$ cat src/rtl/sar_adc_pkg.sv
// ---------------------------------------------------------------------------
// sar_adc_pkg
//   Shared types and constants for the successive-approximation ADC
//   controller.
//   - sar_state_t       : controller FSM state encoding
//   - MIN_SETTLE_CYCLES : smallest legal settle time per trial bit. It covers
//                         the two-flop comparator synchronizer latency.
//   - idx_width()       : width of a bit index into a WIDTH-bit code. Never
//                         returns less than 1.
// ---------------------------------------------------------------------------
package sar_adc_pkg;

  typedef enum logic [1:0] {
    IDLE    = 2'd0,
    SETTLE  = 2'd1,
    COMPARE = 2'd2
  } sar_state_t;

  localparam int MIN_SETTLE_CYCLES = 2;

  function automatic int idx_width(input int w);
    return (w > 1) ? $clog2(w) : 1;
  endfunction

endpackage

$ cat src/rtl/sync_2ff.sv
// ---------------------------------------------------------------------------
// sync_2ff
//   Two-flop synchronizer. It brings asynchronous level signals into the clk
//   domain. Each bit gets its own independent flop pair.
//   Ports:
//     clk   in  1      system clock
//     reset in  1      synchronous active-high reset, clears both stages
//     d     in  WIDTH  asynchronous input
//     q     out WIDTH  synchronized output (2-cycle latency)
// ---------------------------------------------------------------------------
module sync_2ff #(
  parameter int WIDTH = 1
) (
  input  logic             clk,
  input  logic             reset,
  input  logic [WIDTH-1:0] d,
  output logic [WIDTH-1:0] q
);

  logic [WIDTH-1:0] meta_reg;
  logic [WIDTH-1:0] sync_reg;

  generate
    for (genvar gi = 0; gi < WIDTH; gi++) begin : g_bit
      always_ff @(posedge clk) begin
        if (reset) begin
          meta_reg[gi] <= 1'b0;
          sync_reg[gi] <= 1'b0;
        end else begin
          meta_reg[gi] <= d[gi];
          sync_reg[gi] <= meta_reg[gi];
        end
      end
    end
  endgenerate

  assign q = sync_reg;

endmodule

$ cat src/rtl/sar_adc_controller.sv
// ---------------------------------------------------------------------------
// sar_adc_controller
//   Successive-approximation ADC controller. The R2R ladder acts as the trial
//   DAC, and an external comparator reports whether the analog input is at or
//   above the ladder voltage. The controller converts one WIDTH-bit sample per
//   accepted start request. It presents the finished code with a one-cycle
//   valid strobe.
//   Parameters:
//     WIDTH          code width of R2R_out and result
//     SETTLE_CYCLES  clk cycles allowed for DAC/comparator settling per bit
//   Ports:
//     clk           in   1      system clock
//     reset         in   1      synchronous active-high reset
//     enable        in   1      low aborts any conversion and forces IDLE
//     start         in   1      conversion request, only honoured in IDLE
//     comp_in       in   1      async comparator: 1 = input >= ladder voltage
//     R2R_out       out  WIDTH  trial code driven to the ladder (registered)
//     result        out  WIDTH  last completed conversion (held)
//     result_valid  out  1      one-cycle pulse when result updates
//     busy          out  1      high while a conversion is in progress
// ---------------------------------------------------------------------------
module sar_adc_controller
  import sar_adc_pkg::*;
#(
  parameter int WIDTH         = 8,
  parameter int SETTLE_CYCLES = 1000
) (
  input  logic             clk,
  input  logic             reset,
  input  logic             enable,
  input  logic             start,
  input  logic             comp_in,
  output logic [WIDTH-1:0] R2R_out,
  output logic [WIDTH-1:0] result,
  output logic             result_valid,
  output logic             busy
);

  localparam int IDX_W = idx_width(WIDTH);
  localparam int CNT_W = (SETTLE_CYCLES > 1) ? $clog2(SETTLE_CYCLES) : 1;

  localparam logic [CNT_W-1:0] CNT_RELOAD = CNT_W'(SETTLE_CYCLES - 1);
  localparam logic [IDX_W-1:0] IDX_MSB    = IDX_W'(WIDTH - 1);
  localparam logic [WIDTH-1:0] CODE_MSB   = {1'b1, {(WIDTH-1){1'b0}}};

  // Each trial must outlast the synchronizer latency. Otherwise the
  // comparator decision would belong to the previous trial code.
  generate
    if (SETTLE_CYCLES < MIN_SETTLE_CYCLES) begin : g_settle_check
      $error("sar_adc_controller: SETTLE_CYCLES must be >= %0d", MIN_SETTLE_CYCLES);
    end
  endgenerate

  sar_state_t       state_reg,   state_next;
  logic [WIDTH-1:0] r2r_reg,     r2r_next;
  logic [WIDTH-1:0] result_reg,  result_next;
  logic             valid_reg,   valid_next;
  logic [CNT_W-1:0] cnt_reg,     cnt_next;
  logic [IDX_W-1:0] bit_idx_reg, bit_idx_next;
  logic [WIDTH-1:0] trial_code;
  logic             comp_sync;

  sync_2ff #(
    .WIDTH (1)
  ) u_comp_sync (
    .clk   (clk),
    .reset (reset),
    .d     (comp_in),
    .q     (comp_sync)
  );

  always_ff @(posedge clk) begin
    if (reset) begin
      state_reg   <= IDLE;
      r2r_reg     <= '0;
      result_reg  <= '0;
      valid_reg   <= 1'b0;
      cnt_reg     <= '0;
      bit_idx_reg <= '0;
    end else begin
      state_reg   <= state_next;
      r2r_reg     <= r2r_next;
      result_reg  <= result_next;
      valid_reg   <= valid_next;
      cnt_reg     <= cnt_next;
      bit_idx_reg <= bit_idx_next;
    end
  end

  always_comb begin
    state_next   = state_reg;
    r2r_next     = r2r_reg;
    result_next  = result_reg;
    valid_next   = 1'b0;
    cnt_next     = cnt_reg;
    bit_idx_next = bit_idx_reg;
    trial_code   = r2r_reg;

    if (!enable) begin
      // Abort: discard the partial code. The previous result is kept.
      state_next = IDLE;
      r2r_next   = '0;
    end else begin
      case (state_reg)
        IDLE: begin
          r2r_next = '0;
          if (start) begin
            bit_idx_next = IDX_MSB;
            r2r_next     = CODE_MSB;
            cnt_next     = CNT_RELOAD;
            state_next   = SETTLE;
          end
        end

        SETTLE: begin
          // The counter starts at SETTLE_CYCLES-1 and exits on zero. That
          // gives exactly SETTLE_CYCLES cycles in this state per trial bit.
          if (cnt_reg == '0) begin
            state_next = COMPARE;
          end else begin
            cnt_next = cnt_reg - 1'b1;
          end
        end

        COMPARE: begin
          // The comparator reads low when the trial is above the input.
          // In that case the trial bit is dropped.
          if (!comp_sync) begin
            trial_code[bit_idx_reg] = 1'b0;
          end
          if (bit_idx_reg != '0) begin
            bit_idx_next             = bit_idx_reg - 1'b1;
            trial_code[bit_idx_next] = 1'b1;
            r2r_next                 = trial_code;
            cnt_next                 = CNT_RELOAD;
            state_next               = SETTLE;
          end else begin
            result_next = trial_code;
            valid_next  = 1'b1;
            r2r_next    = '0;
            state_next  = IDLE;
          end
        end

        default: begin
          state_next = IDLE;
          r2r_next   = '0;
        end
      endcase
    end
  end

  assign R2R_out      = r2r_reg;
  assign result       = result_reg;
  assign result_valid = valid_reg;
  assign busy         = (state_reg != IDLE);

endmodule

$ cat config.mk
export PLATFORM = sky130hd
export DESIGN_NAME = sar_adc_controller
export DESIGN_NICKNAME = d
export VERILOG_FILES = /design/src/rtl/sar_adc_pkg.sv /design/src/rtl/sync_2ff.sv /design/src/rtl/sar_adc_controller.sv
export SDC_FILE = /design/constraint.sdc
export NUM_CORES = 1
export LEC_CHECK = 0
export BUFFER_PORTS_ARGS = -buffer_cell sky130_fd_sc_hd__buf_4
export CORE_ASPECT_RATIO = 1.4
export CORE_MARGIN = 4
export CORE_UTILIZATION = 46
export CTS_CLUSTER_SIZE = 30
export DETAILED_ROUTE_END_ITERATION = 10
export GPL_TIMING_DRIVEN = 0
export PLACE_DENSITY = 0.75
export REMOVE_ABC_BUFFERS = 1
export SYNTH_ARGS = -nofsm -noshare
export SYNTH_HDL_FRONTEND = slang
export SYNTH_SLANG_ARGS = --single-unit
$ cat constraint.sdc
create_clock -name clk -period 2.2 [get_ports clk]
set_clock_uncertainty 0.05 [all_clocks]
set_input_delay 0.55 -clock clk [delete_from_list [all_inputs] [get_ports clk]]
set_output_delay 0.55 -clock clk [all_outputs]
set_load 0.1 [all_outputs]
=== After elaboration in Yosys (flattened, before gate mapping) ===
Index checks and enable logic that the tools add are counted.

* Reduce and logical (&&, ||, !) cells: 14
* Mux-type cells: 22
* Equality and inequality tests: 6
* Add/sub/neg operators: 2
* Bitwise operators: 6
* Order comparisons: 4

{| class="wikitable"
|+ Operators by type and width
! cell !! number
|-
| $mux W8 || 5
|-
| $mux W10 || 3
|-
| $pmux W10 S3 || 1
|-
| $pmux W8 S3 || 1
|-
| $logic_not A10 Y1 || 1
|-
| $sub A10 B1 Y10 const B || 1
|-
| $and A8 B8 Y8 || 1
|-
| $lt A3 B4 Y1 const B || 2
|-
| $ne A2 B2 Y1 const B || 4
|-
| $not A8 Y8 || 1
|-
| $or A8 B8 Y8 || 1
|-
| $demux W1 S3 || 2
|-
| $ge A3 B1 Y1 const B || 2
|-
| $mux W3 || 2
|-
| $pmux W2 S3 || 1
|-
| $pmux W3 S2 || 1
|-
| $reduce_bool A3 Y1 || 2
|-
| $reduce_and A5 Y1 || 1
|-
| $mux W1 || 4
|-
| $mux W2 || 2
|-
| $reduce_and A4 Y1 || 1
|-
| $reduce_bool A2 Y1 || 2
|-
| $not A1 Y1 || 3
|-
| $reduce_and A3 Y1 || 1
|-
| 8 further kinds || 9
|}

* Output and inout port bits: 18
* Word-level logic and storage cells: 62
* Input bits: 5
* Register bits after elaboration: 34

=== Depth between registers and ports, before layout ===
* Depth after elaboration: 12
* Depth in mapped cells: 7
* Gate-level depth less buffers: 6

=== Modules after synthesis ===
From an unflattened synthesis, not the netlist that was laid out.

* Cells, all modules: 198
* Area, all modules: 1630.3 um2

{| class="wikitable"
|+ By module, submodules not included
! module !! area each (um2) !! instances !! cells each
|-
| sar_adc_controller || 1577.8 || 1 || 194
|-
| sync_2ff || 52.6 || 1 || 4
|}

=== Least setup slack after synthesis ===
No wires, ideal clock.

* Path kind: register to register
* Start: register cnt_reg[0]
* End: register cnt_reg[7]
* Path buffers: 0
* Clock period less this slack: 1.720 ns
* Slack: 0.480 ns
* Setup time: 0.132 ns
* Cell stages (with the launch flop): 7
* Arrival time: 1.538 ns
* Cells stage by stage: dfxtp_1 inv_1 ha_1 or4b_2 nand4_1 xor2_1 a21oi_1

* Word-level cells in the longest chain between the ends: 3
* Elaborated cells between the ends (all ways): 6

{| class="wikitable"
|+ RTL lines
! item !! line !! text
|-
| start: declaration || sar_adc_controller.sv:58 || <nowiki>logic [CNT_W-1:0] cnt_reg, cnt_next;</nowiki>
|-
| start signal: assignment || sar_adc_controller.sv:85 || <nowiki>cnt_reg <= cnt_next;</nowiki>
|-
| $sub A10 B1 Y10 or $logic_not A10 Y1 (tied branches) || sar_adc_controller.sv:121, sar_adc_controller.sv:118 ||
|-
| $mux W10 or $ne A2 B2 Y1 (tied branches) || -- ||
|-
| $pmux W10 S3 or $reduce_and A5 Y1 (tied branches) || -- ||
|}

Parallel ways exist; a longest one is shown, timed or not. The select of a mux whose other input is x is not followed.
A chain may end at the register's enable or synchronous reset.

=== Final worst setup path ===
* Start: register bit_idx_reg[0]
* End: register bit_idx_reg[1]

* Word-level cells in the longest chain between the ends: 3
* Elaborated cells between the ends (all ways): 6

{| class="wikitable"
|+ RTL lines
! item !! line !! text
|-
| start: declaration || sar_adc_controller.sv:59 || <nowiki>logic [IDX_W-1:0] bit_idx_reg, bit_idx_next;</nowiki>
|-
| start signal: assignment || sar_adc_controller.sv:86 || <nowiki>bit_idx_reg <= bit_idx_next;</nowiki>
|-
| $sub A3 B1 Y3 or $reduce_bool A3 Y1 (tied branches) || sar_adc_controller.sv:132, sar_adc_controller.sv:131 ||
|-
| $mux W3 or $ne A2 B2 Y1 (tied branches) || -- ||
|-
| $pmux W3 S2 or $reduce_and A4 Y1 (tied branches) || -- ||
|}

Parallel ways exist; a longest one is shown, timed or not. The select of a mux whose other input is x is not followed.

==> impl_metrics.json <==
{
  "ios": 23,
  "placeableCoreArea_sq_um": 3410,
  "finalWorstSetupSlack_ns": 0.234,
  "clock_latency_ns": 0.28,
  "die_x_um": 58.3,
  "antenna_left": 0,
  "synth_top_area_share_pct": 41.7,
  "synth-seq-cells": 34,
  "fin_crit_sh_pct": 89.4,
  "track_usage_pct": 16.5,
  "start_util_pct": 47.8,
  "p_per_area_nw_per_um2": 676,
  "die_area_sq_um": 4570,
  "drc": 0,
  "postCtsSetupRepairBufs": 0,
  "ctsHoldBuffers": 0,
  "num_vias": 1360,
  "avgSynthCellArea_sq_um": 9.11,
  "critPathSlowestCell": "nor3_2",
  "grt_overflow": 0,
  "path_cells": "inv_1 -> ha_1 -> and3b_1 -> nor3_2 -> nor2_1 -> a311oi_1",
  "ys.flop_type": "dfxtp_1",
  "setup_viol": 0,
  "synthTopCellsByArea": "dfxtp_1 42%, mux2i_1 6.1%, nor2_1 4.6%",
  "final_util_pct": 55.9,
  "hpwl_mm": 2.45,
  "clk_path_buf_depth": 2,
  "nets": 211,
  "numCtsBuffers": 5,
  "dp_cells": 236,
  "async_reset_ff_share_pct": 0,
  "tritoncts": "done",
  "start_kind": "flop",
  "route.met3.wl_um": 143,
  "syn_inst": 179,
  "rsz0062_at_grt": "false",
  "largest_reg_flops": 10,
  "cts_resized": 0,
  "syn-cell-area_sq_um": 1630,
  "synth_top_area_cell": "dfxtp_1",
  "stdcell_count": 243,
  "critical_path_class": "flop to flop",
  "end_kind": "flop",
  "final_max_slew_viol_count": 0,
  "synthToLayoutAreaGrowth_pct": 16.8,
  "routed.top_layer": "met4",
  "worst_slew_pin_slew_ns": 0.604,
  "arrival_ns": 2.11,
  "p_leak_uw": 0.000752,
  "fmaxAchievable_mhz": 509,
  "hold_viol": 0,
  "setup_tns_ns": 0,
  "path_delay_family": "simple AND/OR/NAND/NOR gates",
  "antenna_found_initial": 0,
  "period_minus_slack_ns": 1.97,
  "cts_root_buf": "clkbuf_8",
  "critical_path_required_ns": 2.34,
  "antenna_cells": 0,
  "num_rows": 25,
  "vias_per_cell": 5.60,
  "critical_path.max_fanout": 8,
  "grt_max_degree": 28,
  "wl_per_cell_um": 13.9,
  "pre_cts_slack_ns": 0.234,
  "crit_buf_inv": 1,
  "die_h_um": 78.4,
  "drtIter0Drc": 49,
  "hold_path_class": "flop to flop",
  "place.gp.congestion": 0.823,
  "synth_warnings": 0,
  "grt_pass1_wl_mm": 5.94,
  "cts_num_sinks": 34,
  "synthDistinctLibCells": 43,
  "yosysSeqAreaShare_pct": 41.7,
  "numPortBuffers": 22,
  "met2WireLength_mm": 1.76,
  "slew_headroom_pct": 59.6,
  "first_pass_iters": 4,
  "grt_pass1_vias": 1350,
  "critical-path-max-stage-delay_ns": 0.47,
  "ctsHtreeMaxLevel": 2,
  "routed_wirelength_mm": 3.37,
  "cap_violations": 0,
  "outcome": "finished, final reports clean",
  "clk_pin_slew_ns": 0.07,
  "wl_met1_mm": 1.40,
  "ir_drop_v": 0.000340,
  "drive_above_1_share_pct": 19.2,
  "synth_edf_count": 0
}
## area by class of cell
class,instances,area (sq um)
flip-flops and latches,34,681
repair buffers,22,165
fillers,328,1510
well taps,40,50.0
clock inverters,2,10.0
inverters,8,30.0
clock buffers,5,68.8
multi-input cells,132,900
## cell usage in the layout (no fill, tap or decap), drive strengths merged, types with 5 or more instances in the layout
cell | Yosys | routed
a21boi | 6 | 6
a21oi | 12 | 12
a31oi | 5 | 5
buf | 1 | 22
clkbuf | 4 | 5
dfxtp | 34 | 34
inv | 8 | 8
mux2i | 10 | 10
nand2 | 8 | 8
nand2b | 5 | 5
nor2 | 20 | 20
nor2b | 6 | 6
nor3 | 9 | 9
o21ai | 8 | 8
## path summary, 6_finish.rpt
kind	from	to	slack (ns)	cells after the start
setup / recovery	bit_idx_reg[0]	bit_idx_reg[1]	0.23	6
hold / removal	u_comp_sync.meta_reg	u_comp_sync.q	0.39	1
setup reg to reg	bit_idx_reg[0]	bit_idx_reg[1]	0.23	6
hold reg to reg	u_comp_sync.meta_reg	u_comp_sync.q	0.39	1
## kinds of logic after synthesis
group	after synthesis	synth area share, %
compound gates	44	17.9
xor+xnor	4	2.15
fa+ha+maj	3	2.30
buf+inv	13	3.07
flops	34	41.7
mux	10	6.14
simple gates	71	26.7
## worst register-to-register path, delay by kind of cell (launching register included)
family                   cells  cell delay (ns)
AND/OR/NAND/NOR              3             0.75
flip-flops                   1             0.46
adder cells (fa/ha/maj)      1             0.24
AO/OA/AOI/OAI                1             0.24
buffers and inverters        1             0.14
## routing by layer
layer / GRT usage, % / vias up
met5: 0 / -
li1: - / 692
met4: 7.19 / 0
met3: 4.11 / 8
met1: 18.3 / 629
met2: 29.0 / 31
## through the flow
stage | total power (uW) | hold slack [ns] | area, sq um
6_report | 1290 | 0.388 | 1900
5_1_grt | 1350 | 0.412 | 1900
4_1_cts | 1300 | 0.393 | 1900
3_5_place_dp | 871 | 0.381 | 1830
3_3_place_gp | 870 | 0.383 | 1830
2_1_floorplan | 821 | 0.364 | 1610
## power by group
part	internal, uW	switching (uW)	total, uW
Combinational	73.9	115	189
Sequential	638	34.1	672
Clock	212	214	426
Total	924	363	1290
## Yosys cell counts (2+ instances only)
cell,number
o31ai_1,3
clkbuf_1,4
nor3_4,2
a21oi_1,12
nor2_1,20
ha_1,3
inv_1,8
nand2_1,8
and3b_1,4
nor3_1,5
o21ai_0,8
nand3_1,4
nor3_2,2
nand2b_1,5
xor2_1,3
a21boi_0,6
a211oi_1,2
dfxtp_1,34
or4_1,3
mux2i_1,10
a31oi_1,5
a311oi_1,2
nor2b_1,6
Note: power is estimated with default switching activity, not from simulation.
